===== src/rtl/rv32_writeback_unit.sv =====
// rv32_writeback_unit: merges ALU results and a single outstanding load
// response onto the register file write port, applies load byte/halfword
// extension, suppresses x0 writes and tracks pending-load destinations.
module rv32_writeback_unit #(
    parameter int unsigned ALU_FIFO_DEPTH = 2
) (
    input  logic        clk_in,
    input  logic        rst_n_in,
    input  logic        alu_valid_in,
    input  logic [4:0]  alu_rd_addr_in,
    input  logic [31:0] alu_data_in,
    output logic        alu_ready_out,
    input  logic        ld_issue_in,
    input  logic [4:0]  ld_issue_rd_in,
    input  logic [2:0]  ld_issue_funct3_in,
    input  logic [1:0]  ld_issue_offset_in,
    output logic        ld_issue_ready_out,
    input  logic        ld_resp_valid_in,
    input  logic [31:0] ld_resp_data_in,
    output logic [4:0]  rd_addr_out,
    output logic [31:0] rd_out,
    output logic        wr_en_out,
    output logic [31:0] busy_mask_out
);

    localparam int unsigned PTR_W = (ALU_FIFO_DEPTH > 1) ? $clog2(ALU_FIFO_DEPTH) : 1;
    localparam int unsigned CNT_W = PTR_W + 1;

    typedef enum logic {
        LD_IDLE,
        LD_PEND
    } ld_state_t;

    ld_state_t   ld_state;
    logic [4:0]  ld_rd_q;
    logic [2:0]  ld_funct3_q;
    logic [1:0]  ld_offset_q;
    logic        ld_ready_q;
    logic [31:0] busy_q;
    logic        live_q;

    logic [4:0]       fifo_rd   [ALU_FIFO_DEPTH];
    logic [31:0]      fifo_data [ALU_FIFO_DEPTH];
    logic [PTR_W-1:0] wr_ptr;
    logic [PTR_W-1:0] rd_ptr;
    logic [CNT_W-1:0] fifo_count;
    logic             fifo_empty;
    logic             fifo_full;

    logic        sel_load;
    logic        alu_accept;
    logic        fifo_pop;
    logic        fifo_push;
    logic        bypass;
    logic        wb_valid;
    logic [4:0]  wb_rd;
    logic [31:0] wb_data;

    logic [7:0]  ld_byte;
    logic [15:0] ld_half;
    logic [31:0] ld_ext;

    assign fifo_empty         = (fifo_count == '0);
    assign fifo_full          = (fifo_count == CNT_W'(ALU_FIFO_DEPTH));
    assign alu_ready_out      = live_q && !fifo_full;
    assign ld_issue_ready_out = ld_ready_q;
    assign busy_mask_out      = busy_q;

    // Tracks that the block has left reset so ready flags stay low while held.
    always_ff @(posedge clk_in) begin
        if (!rst_n_in) live_q <= 1'b0;
        else           live_q <= 1'b1;
    end

    // Load FSM: latches issue context, owns ready flag and busy scoreboard.
    always_ff @(posedge clk_in) begin
        if (!rst_n_in) begin
            ld_state    <= LD_IDLE;
            ld_rd_q     <= '0;
            ld_funct3_q <= '0;
            ld_offset_q <= '0;
            ld_ready_q  <= 1'b0;
            busy_q      <= '0;
        end else begin
            case (ld_state)
                LD_IDLE: begin
                    ld_ready_q <= 1'b1;
                    if (ld_issue_in && ld_ready_q) begin
                        ld_rd_q     <= ld_issue_rd_in;
                        ld_funct3_q <= ld_issue_funct3_in;
                        ld_offset_q <= ld_issue_offset_in;
                        ld_ready_q  <= 1'b0;
                        ld_state    <= LD_PEND;
                        if (ld_issue_rd_in != 5'd0)
                            busy_q[ld_issue_rd_in] <= 1'b1;
                    end
                end
                LD_PEND: begin
                    if (ld_resp_valid_in) begin
                        busy_q[ld_rd_q] <= 1'b0;
                        ld_ready_q      <= 1'b1;
                        ld_state        <= LD_IDLE;
                    end
                end
                default: ld_state <= LD_IDLE;
            endcase
        end
    end

    // Byte/halfword lane selection and sign/zero extension of the load word.
    always_comb begin
        ld_byte = '0;
        case (ld_offset_q)
            2'd0: ld_byte = ld_resp_data_in[7:0];
            2'd1: ld_byte = ld_resp_data_in[15:8];
            2'd2: ld_byte = ld_resp_data_in[23:16];
            2'd3: ld_byte = ld_resp_data_in[31:24];
            default: ld_byte = '0;
        endcase
        ld_half = ld_offset_q[1] ? ld_resp_data_in[31:16] : ld_resp_data_in[15:0];
        case (ld_funct3_q)
            3'b000:  ld_ext = {{24{ld_byte[7]}}, ld_byte};
            3'b001:  ld_ext = {{16{ld_half[15]}}, ld_half};
            3'b100:  ld_ext = {24'd0, ld_byte};
            3'b101:  ld_ext = {16'd0, ld_half};
            default: ld_ext = ld_resp_data_in;
        endcase
    end

    // Write-port arbitration: load response, then FIFO head, then bypass.
    always_comb begin
        sel_load   = (ld_state == LD_PEND) && ld_resp_valid_in;
        alu_accept = alu_valid_in && alu_ready_out;
        fifo_pop   = !sel_load && !fifo_empty;
        bypass     = !sel_load && fifo_empty && alu_accept;
        fifo_push  = alu_accept && !bypass;
        wb_valid   = sel_load || fifo_pop || bypass;
        wb_rd      = '0;
        wb_data    = '0;
        if (sel_load) begin
            wb_rd   = ld_rd_q;
            wb_data = ld_ext;
        end else if (fifo_pop) begin
            wb_rd   = fifo_rd[rd_ptr];
            wb_data = fifo_data[rd_ptr];
        end else if (bypass) begin
            wb_rd   = alu_rd_addr_in;
            wb_data = alu_data_in;
        end
    end

    // ALU result buffer; simultaneous push and pop leave the count unchanged.
    always_ff @(posedge clk_in) begin
        if (!rst_n_in) begin
            wr_ptr     <= '0;
            rd_ptr     <= '0;
            fifo_count <= '0;
        end else begin
            if (fifo_push) begin
                fifo_rd[wr_ptr]   <= alu_rd_addr_in;
                fifo_data[wr_ptr] <= alu_data_in;
                wr_ptr            <= wr_ptr + PTR_W'(1);
            end
            if (fifo_pop)
                rd_ptr <= rd_ptr + PTR_W'(1);
            case ({fifo_push, fifo_pop})
                2'b10:   fifo_count <= fifo_count + CNT_W'(1);
                2'b01:   fifo_count <= fifo_count - CNT_W'(1);
                default: fifo_count <= fifo_count;
            endcase
        end
    end

    // Registered write port; x0 writes are consumed without a pulse.
    always_ff @(posedge clk_in) begin
        if (!rst_n_in) begin
            wr_en_out   <= 1'b0;
            rd_addr_out <= '0;
            rd_out      <= '0;
        end else begin
            wr_en_out <= 1'b0;
            if (wb_valid && (wb_rd != 5'd0)) begin
                wr_en_out   <= 1'b1;
                rd_addr_out <= wb_rd;
                rd_out      <= wb_data;
            end
        end
    end

endmodule

===== config.mk =====
export PLATFORM = sky130hd
export DESIGN_NAME = rv32_writeback_unit
export DESIGN_NICKNAME = d
export VERILOG_FILES = /design/src/rtl/rv32_writeback_unit.sv
export SDC_FILE = /design/constraint.sdc
export NUM_CORES = 1
export LEC_CHECK = 0
export CORE_AREA = 2 2 134 136
export DETAILED_ROUTE_END_ITERATION = 8
export DIE_AREA = 0 0 136 138
export PLACE_DENSITY = 0.79
export SYNTH_ARGS = -nofsm -noshare
export SYNTH_HDL_FRONTEND = slang
export SYNTH_SLANG_ARGS = --single-unit

===== constraint.sdc =====
create_clock -name clk_in -period 2.85 [get_ports clk_in]
set_input_delay 0.4275 -clock clk_in [delete_from_list [all_inputs] [get_ports clk_in]]
set_output_delay 0.4275 -clock clk_in [all_outputs]
set_load 0.05 [all_outputs]

Word-level counts from Yosys, hierarchy flattened
Memories as Yosys holds them, arrays and structs flattened. A register that Yosys moved wholly into a read port is not among the register bits.
Cells that the tools add are included.
{"block": "op_classes", "addsub": 4, "magnitude_cmp": 4, "eq_ne": 12, "n_mux": 33, "n_bitwise": 4, "n_reduce_logical": 25}
{"operator": "$mux 32", "n": 6}
{"operator": "$pmux 32 s4", "n": 1}
{"operator": "$pmux 32 s2", "n": 1}
{"operator": "$and 32x32->32", "n": 1}
{"operator": "$not 32->32", "n": 1}
{"operator": "$or 32x32->32", "n": 1}
{"operator": "$pmux 8 s4", "n": 1}
{"operator": "$mux 16", "n": 1}
{"operator": "$mux 1", "n": 15}
{"operator": "$mux 5", "n": 3}
{"operator": "$lt 5x6->1 const B", "n": 2}
{"operator": "$logic_and 1x1->1", "n": 11}
{"operator": "$demux 1 s5", "n": 2}
{"operator": "$ge 5x1->1 const B", "n": 2}
{"operator": "$reduce_bool 5->1", "n": 2}
{"operator": "$eq 2x2->1 const B", "n": 4}
{"operator": "$eq 3x3->1 const B", "n": 2}
{"operator": "$ne 2x2->1 const B", "n": 3}
{"operator": "$eq 2x1->1 const B", "n": 2}
{"operator": "$logic_not 1->1", "n": 4}
{"operator": "$logic_not 2->1", "n": 2}
{"operator": "$pmux 1 s2", "n": 2}
{"operator": "$pmux 2 s2", "n": 1}
{"operator": "$eq 3x1->1 const B", "n": 1}
{"operator": "9 further kinds", "n": 11}
{"block": "totals", "register_bits": 87, "mem_bits_rw": 74, "in_bits": 84, "output_inout_bits": 72, "wordCells": 97, "memories": 2}
{"name": "fifo_data", "words": 2, "word_bits": 32, "read_ports": 1, "rd_ports_with_merged_regs": 1, "wr": 1, "line": "43", "text": "logic [31:0] fifo_data [ALU_FIFO_DEPTH];"}
{"name": "fifo_rd", "words": 2, "word_bits": 5, "read_ports": 1, "rd_ports_with_merged_regs": 1, "wr": 1, "line": "42", "text": "logic [4:0] fifo_rd [ALU_FIFO_DEPTH];"}

Logic depth before layout (Yosys ltp)
Gate-level depths: netlist (run 1).
{"block": "depth", "word_depth": 11, "depth_mapped": 10, "ltp_nobuf": 7}

Worst setup path after synthesis (run 1)
OpenSTA, ideal clock, no wires.
{"block": "synth_path", "kind": "reg-to-reg", "startpoint": "register fifo_count[0]", "endpoint": "memory fifo_data[0][0], enable pin", "setup_ps": 431, "t_arrival_ps": 3749, "required_ps": 2419, "path_slack_ps": -1330, "stages_incl_launch_ff": 8, "n_path_buf": 1, "synth_period_minus_slack_ps": 4180, "cell_sequence": "dfxtp_1 buf_2 inv_1 a21boi_0 nand3b_1 inv_1 nand2_1 nor2_1"}
{"block": "synth_between", "elab_chain_cells": 10, "word_cells_on_any_way": 12, "classes_between": "eq/ne (1); mux (3); reduce/logical (8)"}
{"item": "start, declared", "line": "46", "text": "logic [CNT_W-1:0] fifo_count;"}
{"item": "start signal, assigned", "line": "167", "text": "2'b10: fifo_count <= fifo_count + CNT_W'(1);"}
{"item": "start signal, assigned", "line": "168", "text": "2'b01: fifo_count <= fifo_count - CNT_W'(1);"}
{"item": "start signal, assigned", "line": "169", "text": "default: fifo_count <= fifo_count;"}
{"item": "$eq 2x2->1 (*)", "line": "64", "text": "assign fifo_full = (fifo_count == CNT_W'(ALU_FIFO_DEPTH));"}
{"item": "$logic_not 1->1 (*)", "line": "65", "text": "assign alu_ready_out = live_q && !fifo_full;"}
{"item": "$logic_and 1x1->1 (*)", "line": "65"}
{"item": "named net alu_ready_out", "line": "12", "text": "output logic alu_ready_out,"}
{"item": "$logic_and 1x1->1 (*)", "line": "133", "text": "alu_accept = alu_valid_in && alu_ready_out;"}
{"item": "$logic_and 1x1->1", "line": "135", "text": "bypass = !sel_load && fifo_empty && alu_accept;"}
{"item": "$logic_not 1->1", "line": "136", "text": "fifo_push = alu_accept && !bypass;"}
{"item": "$logic_and 1x1->1 (*)", "line": "136"}
{"item": "$mux 1 (*)", "line": "159", "text": "if (fifo_push) begin"}
{"item": "$mux 1 (*)", "line": "154", "text": "if (!rst_n_in) begin"}
{"item": "$mux 1 (not written as such) (*)", "line": "161", "text": "fifo_data[wr_ptr] <= alu_data_in;"}
{"item": "end, declared", "line": "43"}
The timed path passes the listed nets; every way through them passes the cells marked *.

Worst setup path after layout (run 1)
{"block": "layout_path", "startpoint": "register fifo_count[0]", "endpoint": "output alu_ready_out"}
{"block": "layout_between", "elab_chain_cells": 3}
{"item": "$eq 2x2->1", "line": "64"}
{"item": "$logic_not 1->1", "line": "65"}
{"item": "$logic_and 1x1->1", "line": "65"}
{"item": "end, declared", "line": "12"}
Every way passes these cells.

==> summary.md, run 1 <==
| Metric | Value |
|---|---|
| Outcome | finished, final reports clean |
| Final Instance Area | 9930 µm² |
| Setup Viol. Count Final | 0 |
| Critical path type | flop to primary output |
| Register area share after synthesis | 0.529 |
| H-tree depth | 4 |
| Die Ht | 138 µm |
| CTS sink cnt | 162 |
| Clock root buffer | clkbuf_16 |
| Number of synthesized flops with an enable pin | 74 |
| Placed cell areas | 9330 µm² |
| GP Congestion | 0.889 |
| WP data arrival | 2.11 ns |
| Max Slew Vio Count | 0 |
| FMAX | 395 MHz |
| Initial antenna violation count | 1 |
| Num ports | 156 |
| ANT nets after route | 0 |
| Synth top area share | 0.295 |
| Initial DRC Count | 727 |
| Clk buf depth | 2 |
| GR Overflow Total | 0 |
| Ys Warns | 0 |
| Max_cap viols | 0 |
| Leakage | 3.30 nW |
| Final Hold Viols | 0 |
| Drt wl/cell | 19.3 µm |
| Ranking of synthesized cells by area | edfxtp_1 (30%), dfxtp_1 (23%), o21ai_0 (6.1%), mux2i_1 (5.6%), nand2_1 (4.6%) |
| Critical path capture point type | primary output |
| DRT Pass-1 Iters | 5 |
| # fillers | 1511 |
| VDD IR max | 616 µV |
| GRT Total Usage | 0.230 |
| Share of cells above drive strength 1 | 0.0918 |
| Postcts setup bufs | 0 |
| Row Count | 49 |
| Worst Max-Slew Pin Slew | 1.03 ns |
| Vias in the first global route | 6037 |
| Crit Path Max Fanout | 6 |
| Distinct cell type count after synthesis | 52 |
| CTS tree | yes |
| Max Clock Skew | 0.0146 ns |
| Period utilisation layout | 0.889 |
| Unrepaired setup endpoints after global routing | no |
| Effective utilization at floorplan | 0.429 |
| Largest net degree at the start of global routing | 110 |
| Core Region | 17500 µm² |
| Synth Area per Inst | 10.1 µm² |
| Power Total | 8.06 mW |
| Rel. slew slack | 0.312 |
| Clk Latency, worst-skew pair | 0.44 ns |
| Routed vias | 6357 |
| # port buffers | 155 |
| Routed WL | 21.7 mm |
| CTS buffer count | 17 |
| Die width | 136 µm |
| Setup TNS | 0 ns |
| # DRC | 0 |
| Worst Hold Class | flop to flop |
| Cts repair resizes | 0 |
| Minimum clock period | 2.53 ns |
| Fin nets | 965 |
| CP startpoint kind | flop |
| DP HPWL | 15.0 mm |
| Power Dens Cells | 812 nW/µm² |
| Mapped cell area | 7530 µm² |
| Critical path data required time | 2.42 ns |
| P&R area growth vs syn | 32.0% |
| Synth async-reset ratio | 0 |
| Clock-pin slew on the worst setup and hold paths | 0.07 ns |
| Syn nets | 832 |
| Drt via density | 5.66 |
| Synth area leader | edfxtp_1 |
| Synth Register Bits | 162 |
| Die ar. | 18800 µm² |
| Cells after synthesis | 747 |
| Most used DFF post-synth | dfxtp_1 |
| Global-route wire length before repair | 33.4 mm |
| Post-synth top cells | nand2_1 (92), o21ai_0 (92), dfxtp_1 (88) |
| CTS hold repair buffers | 0 |
-- logic make-up after synthesis --
group / count (synthesis) / share of synthesized area
muxes: 50 / 0.0783
adders and majority gates: 1 / 0.00166
buffers and inverters: 68 / 0.0386
and+or+nand+nor: 192 / 0.124
xor gates and xnor gates: 4 / 0.00465
AOI/OAI and AO/OA: 270 / 0.223
DFF: 162 / 0.529
-- worst paths after layout --
path	start	end	slack, ns	cells after the start
setup / recovery	fifo_count[0]	alu_ready_out	0.32	3
hold / removal	rd_addr_out[1]	rd_addr_out[1]	0.45	2
setup reg to reg	ld_offset_q[1]	rd_out[30]	0.50	6
hold reg to reg	rd_addr_out[1]	rd_addr_out[1]	0.45	2
-- metal layers --
layer	wire, µm	up-vias	GRT usage
met2	9950	292	0.343
met3	1710	52	0.0539
li1	-	3020	-
met4	563	0	0.0822
met5	0	-	0
met1	9450	2993	0.328
-- power by group --
group | internal [mW] | switching, mW
Combinational | 1.06 | 1.88
Sequential | 2.67 | 0.177
Clock | 1.19 | 1.10
Total | 4.92 | 3.15
-- worst max-delay path: stages (launching register included) --
cell	delay, ns
dfxtp_1	0.46
inv_1	0.06
a21boi_1	0.29
clkdlybuf4s50_1	0.87
-- layout make-up --
class / instances / area [µm²] / share of cell area
diodes: 1 / 2.50 / 0.000252
clock buffers: 17 / 425 / 0.0428
clock inverters: 15 / 174 / 0.0175
inverters: 4 / 15.0 / 0.00151
multi-input cells: 517 / 3260 / 0.328
flip-flops and latches: 162 / 3990 / 0.401
well taps: 229 / 287 / 0.0289
repair buffers: 178 / 1780 / 0.179
-- flip-flops by register name (all words and copies together), names as in the netlist, 2 cells and up, named ones only --
signal / cells
busy_mask_out: 32
fifo_data: 64
ld_rd_q: 5
ld_offset_q: 2
fifo_count: 2
fifo_rd: 10
rd_addr_out: 5
ld_funct3_q: 3
rd_out: 32
-- layout by cell type (no fill, tap or decap), types with 5 or more instances in the layout --
cell type | Yosys | layout
clkdlybuf4s50_1 | 0 | 154
nand2_1 | 92 | 92
o21ai_0 | 92 | 92
dfxtp_1 | 88 | 87
edfxtp_1 | 74 | 74
a21oi_1 | 55 | 55
mux2i_1 | 42 | 42
a21boi_0 | 41 | 40
nand3_1 | 21 | 21
o21ai_1 | 19 | 19
buf_4 | 1 | 18
clkbuf_16 | 0 | 17
nor2_1 | 16 | 15
a21boi_1 | 13 | 14
and2_1 | 10 | 10
a221o_1 | 8 | 8
nand4_1 | 8 | 8
a31oi_1 | 8 | 8
a32oi_1 | 7 | 7
mux4_2 | 7 | 7
o21a_1 | 7 | 7
o211ai_2 | 7 | 7
nand3b_1 | 6 | 6
and3_1 | 7 | 6
nand2b_1 | 5 | 5
inv_8 | 0 | 5
inv_6 | 0 | 5
buf_12 | 0 | 5
-- metrics by stage --
| stage | utilization | std cells | worst slack (ns) | hold WS, ns |
|---|---|---|---|---|
| final | 0.566 | 1123 | 0.316 | 0.452 |
| after global routing | 0.566 | 1123 | 0.261 | 0.484 |
| after CTS | 0.566 | 1122 | 0.314 | 0.457 |
| after detailed placement | 0.532 | 1090 | 0.0358 | 0.448 |
| after global placement | 0.532 | 1090 | 0.133 | 0.439 |
| after floorplan | - | 747 | 0.112 | 0.444 |
Note: power is estimated with default switching activity, not from simulation.
==> inputs of run 2 (changes only) <==
--- a/config.mk
+++ b/config.mk
@@ -9,6 +9,7 @@
 export DETAILED_ROUTE_END_ITERATION = 8
 export DIE_AREA = 0 0 136 138
 export PLACE_DENSITY = 0.79
+export RECOVER_POWER = 100
 export SYNTH_ARGS = -nofsm -noshare
 export SYNTH_HDL_FRONTEND = slang
 export SYNTH_SLANG_ARGS = --single-unit
==> summary.md, run 2 (synthesis results as in run 1) <==
| Metric | Value |
|---|---|
| Outcome | finished with violations |
| Failing checks | capacitance limit, slew limit |
| Worst Hold Class | flop to flop |
| Commonest cells after routing, fill and taps aside | dlygate4sd3_1 (110), o21ai_0 (107), nand2_1 (92) |
| Period utilisation layout | 0.905 |
| RR Endpoint | fifo_data[1][31] |
| Placed cell count | 1090 |
| DRT Pass-1 Iters | 6 |
| Worst Max-Slew Pin Slew | 1.94 ns |
| Crit path buf inv count | 3 |
| WP data arrival | 2.65 ns |
| Max_cap viols | 1 |
| Power Dens Cells | 804 nW/µm² |
| Initial antenna violation count | 1 |
| Max Clock Skew | 0.0130 ns |
| Final Hold Viols | 0 |
| Hold Slack | 0.449 ns |
| Clk Latency, worst-skew pair | 0.43 ns |
| Effective utilization at floorplan | 0.429 |
| Die width | 136 µm |
| Max Slew Vio Count | 110 |
| Routed WL | 21.6 mm |
| CP startpoint kind | primary input |
| CTS buffer count | 17 |
| Reg with most FFs | fifo_data |
| # port buffers | 155 |
| Critical path capture point type | flop |
| Fin nets | 965 |
| WHS Endpoint | rd_addr_out[1] |
| Routed vias | 6430 |
| Register area | 3990 µm² |
| Clock Power Share | 0.288 |
| Drt via density | 5.73 |
| Power Total | 7.92 mW |
| Crit Path Max Fanout | 18 |
| Slowest stage delay, CP | 0.70 ns |
| CTS sink cnt | 162 |
| Initial DRC Count | 681 |
| Vias in the first global route | 6037 |
| Worst R2R Path Depth | 5 |
| Sw frac | 0.392 |
| Largest net degree at the start of global routing | 110 |
| Minimum clock period | 2.58 ns |
| Num ports | 156 |
| # fillers | 1518 |
| Unrepaired setup endpoints after global routing | no |
| Rel. slew slack | -0.291 |
| GRT Total Usage | 0.230 |
| Critical path data required time | 2.92 ns |
| Row Count | 49 |
| H-tree depth | 4 |
| Cts repair resizes | 0 |
| Critical path, cell by cell | dlygate4sd3_1 -> a211oi_1 -> nand3b_1 -> inv_1 -> and3_1 -> clkbuf_2 |
| Core Region | 17500 µm² |
| P&R area growth vs syn | 30.9% |
| Setup Viol. Count Final | 0 |
| # DRC | 0 |
| Crit path max-delay family | buffers and inverters |
| Reg2reg setup slack | 0.44 ns |
| Post-Route Utilization | 0.562 |
| Non-Filler Instances | 1123 |
| Max reg flops | 64 |
| Global-route wire length before repair | 33.4 mm |
| Worst hold path depth | 2 |
| R2r startpoint | ld_state |
| CTS hold repair buffers | 0 |
| Max stage delay cell, worst path | dlygate4sd3_1 |
| Drt wl/cell | 19.2 µm |
| Int Pwr | 4.81 mW |
| Comb pwr share | 0.353 |
| Hold path start | rd_addr_out[1] |
| FMAX | 388 MHz |
| Die ar. | 18800 µm² |
| Share of cells above drive strength 1 | 0.0840 |
| Postcts setup bufs | 0 |
| Reg power frac | 0.358 |
| Critical path type | primary input to flop |
| Clk buf depth | 2 |
| Die Ht | 138 µm |
| ANT nets after route | 0 |
| Setup TNS | 0 ns |
| GP Congestion | 0.889 |
| Clock-pin slew on the worst setup and hold paths | 0.07 ns |
| Clock root buffer | clkbuf_16 |
| CTS tree | yes |
| DP HPWL | 15.0 mm |
| Most common cell after layout, fill and taps aside | dlygate4sd3_1 |
| Leakage | 3.50 nW |
| VDD IR max | 608 µV |
| GR Overflow Total | 0 |
| Switching power total | 3.11 mW |
| Multi-input combinational cell area | 3250 µm² |
## run 2: metal layers
layer  wire length [µm]  GRT usage  vias up
met2               9900      0.343      324
met4                588     0.0822        0
li1                   -          -     3023
met3               1760     0.0539       54
met1               9330      0.328     3029
met5                  0          0        -
## run 2: power by group through the flow
stage / clock network [mW] / registers (mW) / logic, mW
after floorplan: 0 / 3.39 / 1.39
after global placement: 0 / 2.89 / 2.86
after detailed placement: 0 / 2.89 / 2.90
after CTS: 2.31 / 2.84 / 2.92
after global routing: 2.41 / 2.86 / 2.99
final: 2.28 / 2.84 / 2.80
## run 2: worst register-to-register path: stages, from the launching register on
cell      delay [ns]
dfxtp_1         0.52
a211oi_1        0.21
nand3b_1        0.27
inv_1           0.11
and3_1          0.43
clkbuf_2        0.51
## run 2: area by class of cell
class / count / share of cell area
Timing Repair Buffer: 178 / 0.174
Clock buffer: 17 / 0.0432
Multi-Input combinational cell: 517 / 0.330
Inverter: 4 / 0.00152
Antenna cell: 1 / 0.000254
Sequential cell: 162 / 0.405
Clock inverter: 15 / 0.0177
Tap cell: 229 / 0.0291
## run 2: how the worst max path moves through the flow
stage	from	endpoint	slack [ns]	cells past startpoint
floorplan	fifo_count[0]	fifo_data[0][0]	0.11	7
global placement	ld_resp_valid_in	rd_out[7]	0.13	8
detailed placement	ld_resp_valid_in	rd_out[13]	0.04	8
CTS	fifo_count[0]	alu_ready_out	0.31	3
global route	ld_resp_valid_in	fifo_data[1][19]	0.15	6
finish	ld_resp_valid_in	fifo_data[1][31]	0.27	6
## run 2: per-stage QoR
step           worst slack (ns)  cell area [µm²]
5_1_grt                   0.155             9850
4_1_cts                   0.314             9930
2_1_floorplan             0.112             7530
3_5_place_dp             0.0358             9330
3_3_place_gp              0.133             9330
6_report                  0.271             9850
==> edit 1, RTL diff (flow settings as in run 2) <==
The parameter `ALU_FIFO_DEPTH` goes from 2 to 1.
--- a/src/rtl/rv32_writeback_unit.sv
+++ b/src/rtl/rv32_writeback_unit.sv
@@ -4,3 +4,3 @@
 module rv32_writeback_unit #(
-    parameter int unsigned ALU_FIFO_DEPTH = 2
+    parameter int unsigned ALU_FIFO_DEPTH = 1
 ) (
Formal check against the unedited RTL: not equivalent (a bounded check fails within 4 cycles, from zero or initial values and one cycle with rst_n_in low).
==> edit 1 against run 2 <==
  * Sequential cell count fell by 40
  * Core utilization fell by 10 points
  * Final area fell by 18%
  * Setup slack got worse by 0.0043 ns
  * Routed wire length fell by 12%
  * Synthesized area fell by 24%
  * Count of clock-buffer cells in the layout rose by 2
  * Via count fell by 13%
  * Total power fell by 12%
  * Critical path type is now flip-flop to flip-flop
==> edit 1: results (changes against run 2) <==
* Violation count after the first detailed-routing iteration: 525 (-23%)
* Startpoint of the most critical hold path: busy_mask_out[0]
- Final Wtd Congestion: 0.897 (+0.91%)
- The number of global-route vias before repair came to 5304 (-12%).
* Critical path class: flip-flop to flip-flop
- The post-CTS repair timing setup buffer count was 0 (unchanged).
- The maximum vdd ir drop was 579 uV (-4.8%).
- Endpoint of the worst hold-timing path: busy_mask_out[0]
* Status: completed
* Number of unique standard cell types used by synthesis: 50 (-3.8%)
- The number of enable-type register cells in the synthesized netlist came to 37 (-50%).
* Register-to-Register Path Depth: 4 (-1)
- After synthesis, the most frequently instantiated cells are dfxtp_1 (85), nand2_1 (58), a31oi_1 (40), clkbuf_1 (40), o21ai_0 (40).
- Ranked by total cell area, the synthesized netlist is headed by dfxtp_1 (30%), edfxtp_1 (19%), o31ai_1 (4.5%), a31oi_1 (4.4%), nand2_1 (3.8%).
- Maximum fanout along the worst path: 17 (-1)
- The net count reported at finish is 837 (-13%).
- The global-route wire length before repair came to 29.2 mm (-13%).
- The sequential element share of the synthesized area came to 0.493 (-0.0363).
- Worst setup skew after layout: 0.0180 ns (+0.00499 ns)
- The cell total after placement was 960 (-12%).
* Net Count, Synth: 695 (-16%)
- The post-detailed-placement cell area came to 7470 um2 (-20%).
- The largest net degree at the start of global routing is 38 (-65%).
- The first-pass detailed-route iteration total came to 5 (-1).
- The detailed placement HPWL is 13.2 mm (-12%).
* Share of layout cells above drive strength 1: 0.0760 (-0.00797)
* Via Count: 5577 (-13%)
* Cells after synthesis: 608 (-19%)
* Startpoint of the most critical setup path: ld_state
- Register-to-register setup slack: 0.27 ns (-0.17 ns)
- The worst hold path depth came to 1 (-1).
- Final Instance Count excl. Fillers: 994 (-11%)
- The measured slew at the worst slew-check pin came to 1.40 ns (-0.537 ns).
* Static Leak: 3.01 nW (-14%)
- The switching part of the total power came to 0.395 (+0.00213).
* Detailed Route WL: 19.1 mm (-12%)
-- edit 1: per-stage QoR --
stage,setup WS [ns],hold slack [ns],util
3_5_place_dp,0.0119,0.451,0.426
4_1_cts,0.312,0.462,0.460
5_1_grt,0.0961,0.475,0.458
3_3_place_gp,0.103,0.442,0.426
6_report,0.267,0.455,0.458
2_1_floorplan,0.653,0.455,-
-- edit 1: kinds of logic after synthesis --
family	count (synthesis)	synth area share
AO/OA/AOI/OAI	239	0.293
AND/OR/NAND/NOR	161	0.141
flip-flops	122	0.493
buffers and inverters	77	0.0559
multiplexers	4	0.00724
adder cells (fa/ha/maj)	3	0.00658
XOR/XNOR	2	0.00307
-- edit 1: area by class of cell --
| class | count | area [um2] |
|---|---|---|
| well taps | 229 | 287 |
| diodes | 2 | 5.00 |
| multi-input cells | 409 | 2570 |
| clock buffers | 19 | 443 |
| clock inverters | 13 | 155 |
| repair buffers | 172 | 1660 |
| inverters | 28 | 105 |
| fillers | 1683 | 9500 |
| flip-flops and latches | 122 | 2810 |
-- edit 1: power by group through the flow --
stage	sequential, mW	clock [mW]	combinational, mW
after global placement	2.20	0	2.65
after global routing	2.19	2.31	2.78
after floorplan	2.78	0	1.29
after detailed placement	2.21	0	2.69
final	2.17	2.20	2.62
after CTS	2.17	2.23	2.70
-- edit 1: critical path, cell delays in order, from the launching register on --
cell and delay [ns]:
dfxtp_1 0.61, nand2_2 0.30, nor2_1 1.05, a222oi_1 0.27, a31oi_1 0.27
-- edit 1: metal layers --
| layer | up-vias | routed length, um | GRT usage |
|---|---|---|---|
| li1 | 2609 | - | - |
| met1 | 2627 | 7950 | 0.260 |
| met2 | 303 | 8700 | 0.308 |
| met3 | 38 | 1990 | 0.0623 |
| met4 | 0 | 454 | 0.0724 |
| met5 | - | 0 | 0 |
==> edit 2, RTL diff (config.mk and constraints of run 2) <==
Made on the original files. Register the input `ld_issue_offset_in` before use. The logic sees it one clock later. The other inputs are not delayed to match.
--- a/src/rtl/rv32_writeback_unit.sv
+++ b/src/rtl/rv32_writeback_unit.sv
@@ -32,2 +32,8 @@
     } ld_state_t;
+
+    logic [1:0] ld_issue_offset_q;
+
+    always_ff @(posedge clk_in) begin
+        ld_issue_offset_q <= ld_issue_offset_in;
+    end
 
@@ -90,3 +96,3 @@
                         ld_funct3_q <= ld_issue_funct3_in;
-                        ld_offset_q <= ld_issue_offset_in;
+                        ld_offset_q <= ld_issue_offset_q;
                         ld_ready_q  <= 1'b0;
Check against the original RTL: not equivalent (a bounded check fails within 4 cycles, from zero or initial values and one cycle with rst_n_in low).
==> edit 2 against run 2 <==
  * Register-to-register slack better by 0.08 ns
  * Hold slack worse by 0.012 ns
  * Sequential power up 2%
  * Total power up 4.7%
  * Global-route usage up 0.42 points
  * Sequential cell count up 2
  * Synthesized area down 0.80%
  * Count of clock-buffer cells in the layout up 4
  * Critical endpoint is now rd_out[16]
  * Final area about the same
  * Die area unchanged
  * Setup slack better by 0.061 ns
  * Routed wire length up 2.8%
  * Clock power up 3%
  * The flow still finishes with violations (max-capacitance violations, max-slew violations)
==> edit 2: results (changes against run 2) <==
- The flow ran to the end, but the final reports show violations.
- Violated checks: max-capacitance violations, max-slew violations
- Post-Place Cells: 1054 (-3.3%)
* Met2 wire length: 10.4 mm (+5.1%)
* Pins Over Slew Limit: 37 (-66%)
* Endpoint of the worst hold-timing path: ld_offset_q[0]
- The leakage power was 3.43 nW (-2.2%).
- The arrival time reported for the critical path endpoint came to 2.82 ns (+0.17 ns).
- The detailed placement HPWL came to 15.1 mm (+0.78%).
* WL met3: 2.58 mm (+46%)
- First-pass iteration count of the detailed router: 7 (+1)
* Wire length of the first global-routing pass: 34.1 mm (+2.3%)
- Register-to-register setup slack: 0.52 ns (+0.08 ns)
- The count of distinct cell types in the synthesized netlist was 60 (+15%).
- Final Wtd Congestion: 0.855 (-3.8%)
- Register-to-Register Path Depth: 9 (+4)
- Post-DR wirelength/cell: 20.4 um (+6.2%)
* Fmax: 0.397 GHz (+2.4%)
* Filler cell count in the final layout: 1506 (-0.79%)
- The routed metal-1 wirelength was 8.73 mm (-6.5%).
- Startpoint of the most critical hold path: ld_issue_offset_q[0]
- The max-capacitance violation count came to 1 (unchanged).
- The number of global-route vias before repair is 6266 (+3.8%).
* Top metal layer carrying routed signals: met5
- Share of layout cells above drive strength 1: 0.135 (+0.0514)
- Met3 usage in global routing: 0.0682 (+0.0143)
- The via density per instance came to 5.97 (+4.3%).
- The total vias in the final route is 6494 (+1.0%).
* Worst Max-Slew Pin Slew: 1.68 ns (-0.260 ns)
- The maximum vdd ir drop is 557 uV (-8.5%).
- M2 GR Usage: 0.371 (+0.0283)
- The net count after synthesis came to 787 (-5.4%).
- Pin count of the biggest net entering global routing: 46 (-58%)
* Part of the Yosys area used for sequential elements: 0.539 (+0.00962)
- Reg-to-reg endpoint: rd_out[16]
* Maximum fanout along the worst path: 16 (-2)
- Worst setup skew after layout: 0.0121 ns (-0.000929 ns)
* Setup slack after placement: 0.137 ns (+0.101 ns)
* Cells after synthesis: 702 (-6.0%)
==> edit 2: cell types whose count changed in the layout (fill, tap and decap cells not counted), moves of 16 or more <==
cell      change
nor3_1       +16
a21boi_0     -45
o21ai_0      -53
mux2i_1      -21
nor2_1       +29
mux2_2       +16
a211oi_1     +19
==> edit 2: where the power goes <==
group	switching (mW)	total, mW	internal, mW
logic	1.98	3.05	1.07
registers	0.177	2.90	2.72
clock network	0.935	2.34	1.41
==> edit 2: area by class of cell <==
class / count / share of cell area
Timing Repair Buffer: 184 / 0.180
Multi-Input combinational cell: 471 / 0.319
Clock inverter: 11 / 0.0153
Tap cell: 229 / 0.0291
Clock buffer: 21 / 0.0458
Sequential cell: 164 / 0.409
Antenna cell: 1 / 0.000254
Inverter: 6 / 0.00229
==> edit 2: worst max-delay path, stage by stage <==
cell and delay [ns]:
dlygate4sd3_1 0.66, and2_0 0.37, clkbuf_1 0.27, buf_4 0.28
and3_1 0.18, buf_4 0.21, a211oi_1 0.11, o21ai_0 0.18
o21ai_1 0.11
==> edit 2: through the flow <==
stage / cell area (um2) / hold slack (ns)
6_report: 9840 / 0.437
5_1_grt: 9840 / 0.465
4_1_cts: 9920 / 0.434
3_5_place_dp: 9320 / 0.433
3_3_place_gp: 9320 / 0.428
2_1_floorplan: 7490 / 0.417
==> edit 2: logic make-up after synthesis <==
logic type,synth area share
AO/OA/AOI/OAI,0.206
XOR/XNOR,0.00469
adder cells (fa/ha/maj),0.00168
buffers and inverters,0.0402
flip-flops,0.539
multiplexers,0.0779
AND/OR/NAND/NOR,0.131
